==> config.mk <==
export PLATFORM = sky130hd
export DESIGN_NAME = teclado_varredura
export DESIGN_NICKNAME = d
export VERILOG_FILES = /design/src/rtl/teclado_varredura.sv
export SDC_FILE = /design/constraint.sdc
export NUM_CORES = 1
export LEC_CHECK = 0
export CORE_UTILIZATION = 64
export CTS_BUF_LIST = sky130_fd_sc_hd__clkbuf_8
export DETAILED_ROUTE_END_ITERATION = 8
export PLACE_DENSITY = 0.83
export SYNTH_ARGS = -nofsm -noshare
export SYNTH_HDL_FRONTEND = slang
export SYNTH_SLANG_ARGS = --single-unit
==> constraint.sdc <==
create_clock -name clk -period 11.8 [get_ports clk]
set_clock_uncertainty 0.05 [all_clocks]
set_input_delay 2.95 -clock clk [delete_from_list [all_inputs] [get_ports clk]]
set_output_delay 2.95 -clock clk [all_outputs]
set_load 0.02 [all_outputs]
==> src/rtl/teclado_varredura.sv <==
// 4x4 matrix keypad scanner: rotates an active-low column drive, debounces whole
// sweeps and emits one key code per physical press on a single-cycle key_valid.
module teclado_varredura #(
  parameter int SCAN_DIV = 1000,
  parameter int DEBOUNCE = 4
) (
  input  logic       clk,
  input  logic       rst,
  input  logic [3:0] lin,
  output logic [3:0] col,
  output logic [3:0] s,
  output logic       key_valid,
  output logic       key_held
);

  localparam int DIV_W = $clog2(SCAN_DIV);
  localparam int CNT_W = $clog2(DEBOUNCE + 1);
  localparam logic [DIV_W-1:0] DIV_LAST = DIV_W'(SCAN_DIV - 1);
  localparam logic [CNT_W-1:0] CNT_MAX  = CNT_W'(DEBOUNCE);
  localparam logic [CNT_W-1:0] CNT_ONE  = CNT_W'(1);

  typedef enum logic [1:0] {IDLE, CONFIRM, HELD, RELEASE} state_t;
  typedef enum logic [1:0] {SW_NONE, SW_ONE, SW_MULTI} sweep_t;

  // Snapshot bit index is {column, row}; translate to the keypad legend.
  function automatic logic [3:0] key_code(input logic [3:0] pos);
    logic [3:0] code;
    case (pos)
      4'h0: code = 4'd1;
      4'h1: code = 4'd4;
      4'h2: code = 4'd7;
      4'h3: code = 4'd10;
      4'h4: code = 4'd2;
      4'h5: code = 4'd5;
      4'h6: code = 4'd8;
      4'h7: code = 4'd0;
      4'h8: code = 4'd3;
      4'h9: code = 4'd6;
      4'hA: code = 4'd9;
      4'hB: code = 4'd11;
      4'hC: code = 4'd12;
      4'hD: code = 4'd13;
      4'hE: code = 4'd14;
      default: code = 4'd15;
    endcase
    return code;
  endfunction

  logic [3:0]       lin_meta, lin_sync;
  logic [DIV_W-1:0] div;
  logic [1:0]       col_idx;
  logic [15:0]      snapshot, snap_next;
  logic             tick, sweep_done;

  // NOTE: every clocked block uses non-blocking assignments so the two
  // synchroniser stages (and all other registers) update from pre-edge values.
  always_ff @(posedge clk or posedge rst) begin
    if (rst) begin
      lin_meta <= 4'hF;
      lin_sync <= 4'hF;
    end else begin
      lin_meta <= lin;
      lin_sync <= lin_meta;
    end
  end

  assign tick       = (div == DIV_LAST);
  assign sweep_done = tick && (col_idx == 2'd3);

  // The sweep is judged on the snapshot including the column sampled this tick.
  // NOTE: combinational blocks assign every output a default first, so no
  // path through them can leave a value held and infer a latch.
  always_comb begin
    snap_next = snapshot;
    snap_next[{col_idx, 2'b00} +: 4] = ~lin_sync;
  end

  always_ff @(posedge clk or posedge rst) begin
    if (rst) begin
      div      <= '0;
      col_idx  <= 2'd0;
      col      <= 4'b1110;
      snapshot <= '0;
    end else begin
      div <= tick ? '0 : div + 1'b1;
      if (tick) begin
        snapshot <= snap_next;
        col_idx  <= col_idx + 2'd1;
        col      <= {col[2:0], col[3]};
      end
    end
  end

  logic [4:0] n_hits;
  logic [3:0] hit_idx;
  logic [3:0] hit_code;
  sweep_t     sweep_cls;

  always_comb begin
    n_hits  = '0;
    hit_idx = '0;
    for (int i = 0; i < 16; i++) begin
      if (snap_next[i]) begin
        n_hits  = n_hits + 5'd1;
        hit_idx = 4'(i);
      end
    end
    if (n_hits == 5'd0)      sweep_cls = SW_NONE;
    else if (n_hits == 5'd1) sweep_cls = SW_ONE;
    else                     sweep_cls = SW_MULTI;
    hit_code = key_code(hit_idx);
  end

  state_t           state, state_n;
  logic [CNT_W-1:0] cnt, cnt_n, cnt_inc;
  logic [3:0]       cand, cand_n;
  logic             accept;

  assign cnt_inc = (cnt == CNT_MAX) ? cnt : cnt + CNT_ONE;

  always_ff @(posedge clk or posedge rst) begin
    if (rst) begin
      state <= IDLE;
      cnt   <= '0;
      cand  <= '0;
    end else begin
      state <= state_n;
      cnt   <= cnt_n;
      cand  <= cand_n;
    end
  end

  always_comb begin
    state_n = state;
    cnt_n   = cnt;
    cand_n  = cand;
    accept  = 1'b0;
    if (sweep_done) begin
      case (state)
        IDLE: begin
          if (sweep_cls == SW_ONE) begin
            cand_n = hit_code;
            if (DEBOUNCE == 1) begin
              state_n = HELD;
              cnt_n   = '0;
              accept  = 1'b1;
            end else begin
              state_n = CONFIRM;
              cnt_n   = CNT_ONE;
            end
          end
        end
        CONFIRM: begin
          if (sweep_cls == SW_ONE) begin
            if (hit_code == cand) begin
              if (cnt_inc == CNT_MAX) begin
                state_n = HELD;
                cnt_n   = '0;
                accept  = 1'b1;
              end else begin
                cnt_n = cnt_inc;
              end
            end else begin
              cand_n = hit_code;
              cnt_n  = CNT_ONE;
            end
          end else begin
            state_n = IDLE;
            cnt_n   = '0;
          end
        end
        HELD: begin
          // Rolling onto another key keeps us here: one code per press.
          if (sweep_cls == SW_NONE) begin
            if (DEBOUNCE == 1) begin
              state_n = IDLE;
              cnt_n   = '0;
            end else begin
              state_n = RELEASE;
              cnt_n   = CNT_ONE;
            end
          end
        end
        RELEASE: begin
          if (sweep_cls == SW_NONE) begin
            if (cnt_inc == CNT_MAX) begin
              state_n = IDLE;
              cnt_n   = '0;
            end else begin
              cnt_n = cnt_inc;
            end
          end else begin
            state_n = HELD;
            cnt_n   = '0;
          end
        end
        default: begin
          state_n = IDLE;
          cnt_n   = '0;
        end
      endcase
    end
  end

  always_ff @(posedge clk or posedge rst) begin
    if (rst) begin
      s         <= '0;
      key_valid <= 1'b0;
      key_held  <= 1'b0;
    end else begin
      key_valid <= accept;
      if (accept) s <= cand_n;
      key_held  <= (state_n == HELD) || (state_n == RELEASE);
    end
  end

endmodule

======== After elaboration in Yosys (flattened, before gate mapping) ========
Memory sizes are Yosys's and may differ from the RTL's.
Cells that the tools add are included.
operators by class
  bitwise operators ....................... 1
  add/subtract/negate cells ............... 19
  shift operators ......................... 2
  reduce and logical (&&, ||, !) cells .... 6
  equality and inequality tests ........... 14
  muxes and demuxes ....................... 62
operators with widths
  cell                                                                     number
  5-bit by 1-bit adder with 5-bit output (second input constant)           15
  5-bit 2-to-1 mux                                                         15
  4-bit 2-to-1 mux                                                         18
  3-bit 2-to-1 mux                                                         7
  2-bit 2-to-1 mux                                                         10
  16-bit bitwise mux                                                       1
  4-bit by 6-bit variable shift with 16-bit output (first input constant)  1
  4-bit by 6-bit indexed part select with 16-bit output                    1
  3-bit case mux with 4 select lines                                       1
  10-bit by 1-bit adder with 10-bit output (second input constant)         1
  10-bit equality test (second input constant)                             1
  2-bit equality test (second input constant)                              5
  10-bit 2-to-1 mux                                                        1
  2-bit case mux with 4 select lines                                       1
  4-bit case mux with 2 select lines                                       1
  1-bit 2-to-1 mux                                                         7
  3-bit equality test (second input constant)                              2
  4-bit negation with 6-bit output                                         1
  5-bit by 1-bit equality test with 1-bit output (second input constant)   1
  5-bit zero test                                                          1
  2-bit by 1-bit equality test with 1-bit output (second input constant)   2
  4-bit equality test                                                      1
  2-bit zero test                                                          2
  2-bit != test (second input constant)                                    2
  6 further kinds                                                          6
storage, ports and cells
  output and inout bits ................... 10
  memories kept ........................... 1
  bits of input ports ..................... 6
  flip-flop bits (word level) ............. 55
  bits in read-only memories .............. 64
  logic and storage cells ................. 117
memories
  memory            words  width  rd ports  clocked after Yosys merged registers in  write ports  line  source
  (name not given)  16     4      1         0                                        0            28    case (pos)

======== Longest topological paths before layout ========
  depth in word-level cells ............... 43
  mapped depth ............................ 58
  mapped depth without buffers ............ 56

======== Worst setup path before layout ========
OpenSTA, ideal clock, no wires.
  path kind ............................... reg2reg
  start point ............................. register col_idx[0]
  end point ............................... register s[3]
  buffers on the path ..................... 2
  setup slack ............................. 1397 ps
  arrival ................................. 10228 ps
  data required time ...................... 11625 ps
  period minus slack after synthesis ...... 10403 ps
  cell stages (with the launch flop) ...... 56
  library setup time ...................... 125 ps
  path through ............................ dfrtp_1 buf_2 inv_1 ha_1 buf_2 nor4b_1 nor2_1 ha_1 inv_1 a21oi_4 nor2_1 ha_1 a21oi_1 nor2_1 ha_1 nand2_1 o31ai_1 ha_1 [20 not listed] o21bai_1 inv_1 ha_1 and2_1 a21o_1 ha_1 mux2i_1 o21ai_0 ha_1 nand2_1 nand2_1 ha_1 nor2_1 nand2_1 or4b_4 mux2i_4 nand3_4 mux2_4
between the ends
  word-level cells in the longest chain between the ends .. 41
  elaborated cells on any way between the ends .. 68
  classes of those cells .................. 16 x add/sub; 4 x eq/ne; 2 x shift; 43 x mux; 2 x reduce/logical; 1 x memory
ends and longest elaborated chain
  what                                                                                                                       line      source
  from (decl)                                                                                                                51        logic [1:0] col_idx;
  from (signal assigned)                                                                                                     88        col_idx <= col_idx + 2'd1;
  4-bit negation with 6-bit output                                                                                           75        snap_next[{col_idx, 2'b00} +: 4] = ~lin_sync;
  4-bit by 6-bit indexed part select with 16-bit output or 4-bit by 6-bit variable shift with 16-bit output (tied branches)  75
  16-bit bitwise mux                                                                                                         75
  1-bit 2-to-1 mux                                                                                                           103       if (snap_next[i]) begin
  5-bit by 1-bit adder with 5-bit output                                                                                     104       n_hits = n_hits + 5'd1;
  5-bit 2-to-1 mux                                                                                                           103
  5-bit by 1-bit adder with 5-bit output                                                                                     104
  5-bit 2-to-1 mux                                                                                                           103
  [25 not listed]                                                                                                            n/a
  5-bit 2-to-1 mux                                                                                                           103
  5-bit by 1-bit equality test with 1-bit output                                                                             109       else if (n_hits == 5'd1) sweep_cls = SW_ONE;
  2-bit 2-to-1 mux                                                                                                           109
  2-bit 2-to-1 mux                                                                                                           108       if (n_hits == 5'd0) sweep_cls = SW_NONE;
  2-bit by 1-bit equality test with 1-bit output                                                                             141, 154
  4-bit 2-to-1 mux (tied with other cells)                                                                                   154       if (sweep_cls == SW_ONE) begin
  4-bit case mux with 2 select lines or 1-bit 2-to-1 mux (tied branches)                                                     139       case (state)
  4-bit 2-to-1 mux or 1-bit 2-to-1 mux (tied branches)                                                                       138       if (sweep_done) begin
  to (signal assigned)                                                                                                       212       if (accept) s <= cand_n;
  to (decl)                                                                                                                  11        output logic [3:0] s,
Several ways; a longest one is shown, not always the timed one.
A chain may end at the register's enable or synchronous reset.

======== Worst setup path after layout ========
  start point ............................. register col_idx[0]
  end point ............................... register cand[3]
between the ends
  word-level cells in the longest chain between the ends .. 41
  elaborated cells on any way between the ends .. 64
  classes of those cells .................. 16 x add/sub; 4 x eq/ne; 2 x shift; 39 x mux; 2 x reduce/logical; 1 x memory
ends and longest elaborated chain
  what                                                                                                                       line      source
  4-bit negation with 6-bit output                                                                                           75
  4-bit by 6-bit indexed part select with 16-bit output or 4-bit by 6-bit variable shift with 16-bit output (tied branches)  75
  16-bit bitwise mux                                                                                                         75
  1-bit 2-to-1 mux                                                                                                           103
  5-bit by 1-bit adder with 5-bit output                                                                                     104
  5-bit 2-to-1 mux                                                                                                           103
  5-bit by 1-bit adder with 5-bit output                                                                                     104
  5-bit 2-to-1 mux                                                                                                           103
  [26 not listed]                                                                                                            n/a
  5-bit by 1-bit equality test with 1-bit output                                                                             109
  2-bit 2-to-1 mux                                                                                                           109
  2-bit 2-to-1 mux                                                                                                           108
  2-bit by 1-bit equality test with 1-bit output                                                                             141, 154
  4-bit 2-to-1 mux, on equally long branches                                                                                 154, 141
  4-bit case mux with 2 select lines                                                                                         139
  4-bit 2-to-1 mux (*)                                                                                                       138
  named net cand_n[3]                                                                                                        116       logic [3:0] cand, cand_n;
  to (signal assigned)                                                                                                       129       cand <= cand_n;
  to (decl)                                                                                                                  116
The timed path passes the listed nets; every way through them passes the cells marked *.

==> out/metrics.csv <==
metric,value,unit
vias in the first global route,3373,
Least-Margin Pin Slew,841.8,ps
Critical Path Source Type,register,
"commonest cells after routing, fill and taps aside","nand2_1, dfrtp_1, nor2_1",
Synth top area share,24.08,%
Slew HR,42.27,%
"commonest non-fill, non-tap cell in the layout",nand2_1,
status,"complete, no violations",
die area,7487,sq um
IO Pins,16,
simple-gate share of the synthesized area,23.28,%
setup TNS,0,ps
First DRT Iteration DRCs,184,
vias post-DR,3744,
Root Buffer,clkbuf_8,
f_max,0.09132,GHz
reg2reg start,col_idx[0],
Placement Cell Area,4810,sq um
R2R cell count,55,
Final setup viols,0,
CP most frequent cell,ha_1,
Clock transition at path regs,100,ps
H-tree depth,2,
Final Critical Period,10950,ps
Top delay family on crit path,adder cells,
PD cells,82.75,nW/um^2
Row Count,30,
DRC Markers,0,
largest net degree at the start of global routing,56,
xor-xnor portion of the synthesized cell area,12.91,%
Worst path depth,55,
critical path's slowest cell,or4b_4,
max-slew violations,0,
Synth Area in Adders,7.606,%
Post-synth EDFFs,0,
hold_buf cts,0,
"Cell Area, Synth",4573,sq um
Ys Warns,0,
reg2reg end,cand[3],
#FFs+latches synth,55,
"slowest stage delay, CP",500,ps
Yosys cell types,76,
Hold Fails Final Rpt,0,
internal power,0.3068,mW
Initial Util,66.94,%
ys async rst share,100.0,%
CTS max path bufs,2,
Chip Width,86.53,um
combinational group share of total power,18.2,%
clock sink total,55,
P_sw,0.1073,mW
fin area,5005,sq um
Vias/cell,5.971,
Final GP Congestion,0.8461,
gate count after technology mapping,516,
first-pass GRT wire length,15.37,mm
top_reg_cell synth,dfrtp_1,
worst hold-check path type,register to register,
"area leader, netlist",dfrtp_1,
antenna-violating nets left,0,
PortBufs,15,
Clock power frac,35.3,%
Core ar.,6832,sq um
"Buf+Inv Stages, Crit Path",4,
CTS tree,built,
DP HPWL,6.722,mm
WL per Instance,14.59,um
GRT Total Usage,25.65,%
critical path data required time,11950,ps
ANT cells,0,
Hold Path Sink,lin_sync[0],
largest family of logic cells by synthesized area,simple AND/OR/NAND/NOR gates,
gr ovfl total,0,
R2R setup slack,850,ps
post-synthesis sequential area ratio,30.40,%
highest fanout seen on the critical path,13,
DRT Pass-1 Iters,4,
syn_area_per_cell,8.863,sq um
worst vdd ir,87.76,uV
mux contribution to synthesized area,6.156,%
critical path class,register to register,
Compound-Gate Fraction of Synth Area,16.42,%
layout cells sized above 1,12.05,%
TritonCTS Buffers,5,
Layout Nets,563,
max-cap viol count,0,
Sequential Power Share,46.5,%
Critical Path End Type,register,
CP arrival,11100,ps
switch share,25.92,%
die height,86.53,um
RSZ-0062 raised after global routing,false,
largest cells by area after synthesis,"dfrtp_1, ha_1, dfstp_2",
initial antenna violation count,0,
Area Growth Syn to Fin,9.439,%
fin crit share,92.80,%
hold depth,0,
Leak Pwr,2.153,nW
Synth Net Count,549,
worst skew pair latency,310,ps
drt total wl,9.146,mm
Hold Startpoint,lin_meta[0],
-- how the worst max path moves through the flow --
stage               startpoint  endpoint  slack (ps)
global placement    col_idx[0]   cand[1]         790
global route        col_idx[0]   cand[1]          20
floorplan           col_idx[0]      s[3]        1400
detailed placement  col_idx[0]   cand[3]         250
CTS                 col_idx[0]   cand[3]         220
finish              col_idx[0]   cand[3]         850
-- metrics by stage --
step           cells  utilization (%)  hold WS (ps)  setup slack, ps  power (mW)
2_1_floorplan    516                -         295.2             1397      0.2535
3_5_place_dp     615            70.40         298.1            251.8      0.2681
4_1_cts          623            72.34         308.1            216.4      0.4129
6_report         627            73.26         301.6            849.3      0.4142
3_3_place_gp     615            70.40         295.4            791.4      0.2649
5_1_grt          627            73.26         306.3            24.16      0.4325
-- routing by layer --
layer	vias to the layer above	global-route usage (%)	wire (um)
li1	1841	-	-
met1	1819	35.73	4342
met2	78	43.15	4428
met3	6	3.143	290
met4	0	5.606	85
met5	-	0	0
-- cell usage after synthesis, drive strengths merged, types with 4 or more instances --
| library cell | instances |
|---|---|
| a21oi | 21 |
| buf | 4 |
| nor3 | 7 |
| xnor2 | 32 |
| and3 | 5 |
| ha | 27 |
| nor2b | 11 |
| nor4b | 4 |
| or3 | 4 |
| and2 | 11 |
| or4b | 4 |
| xor2 | 19 |
| mux2i | 13 |
| nor3b | 4 |
| o22a | 4 |
| nand2 | 77 |
| nand4 | 4 |
| clkbuf | 11 |
| mux2 | 11 |
| nor2 | 37 |
| inv | 22 |
| dfstp | 11 |
| dfrtp | 44 |
| nand3b | 4 |
| o21ai | 38 |
| nand3 | 15 |
| o22ai | 8 |
| a31oi | 5 |
| nand2b | 11 |
-- state kept, by name, summed over array words and instances, names as in the netlist --
name       cells
snapshot      16
div           10
cand           4
col            4
lin_meta       4
lin_sync       4
s              4
cnt            3
col_idx        2
state          2
key_held       1
key_valid      1
-- final cells by class --
cell class	count	area [sq um]
Tap cell	96	120.1
Sequential cell	55	1391
Multi-Input combinational cell	423	3072
Timing Repair Buffer	22	202.7
Inverter	23	86.33
Clock buffer	5	68.82
Clock inverter	3	63.81
Fill cell	522	1827
-- logic make-up (layout without fill, tap and decap cells) --
logic type | Yosys count | in the layout
multiplexers | 24 | 24
buffers and inverters | 38 | 53
flip-flops | 55 | 55
AO/OA/AOI/OAI | 110 | 110
AND/OR/NAND/NOR | 207 | 207
adder cells (fa/ha/maj) | 28 | 28
XOR/XNOR | 54 | 54
-- power groups by stage --
stage          sequential [mW]  combinational (mW)  clock [mW]
6_report                 0.193              0.0755       0.146
5_1_grt                  0.193              0.0854       0.154
4_1_cts                  0.192              0.0726       0.148
3_5_place_dp             0.196              0.0721           0
3_3_place_gp             0.196              0.0691           0
2_1_floorplan            0.195              0.0582           0
-- timing repair --
action,CTS,global route
buffers inserted,0,4
gates resized for setup,0,8
setup endpoints to repair,0,15
Note: power is estimated with default switching activity, not from simulation.
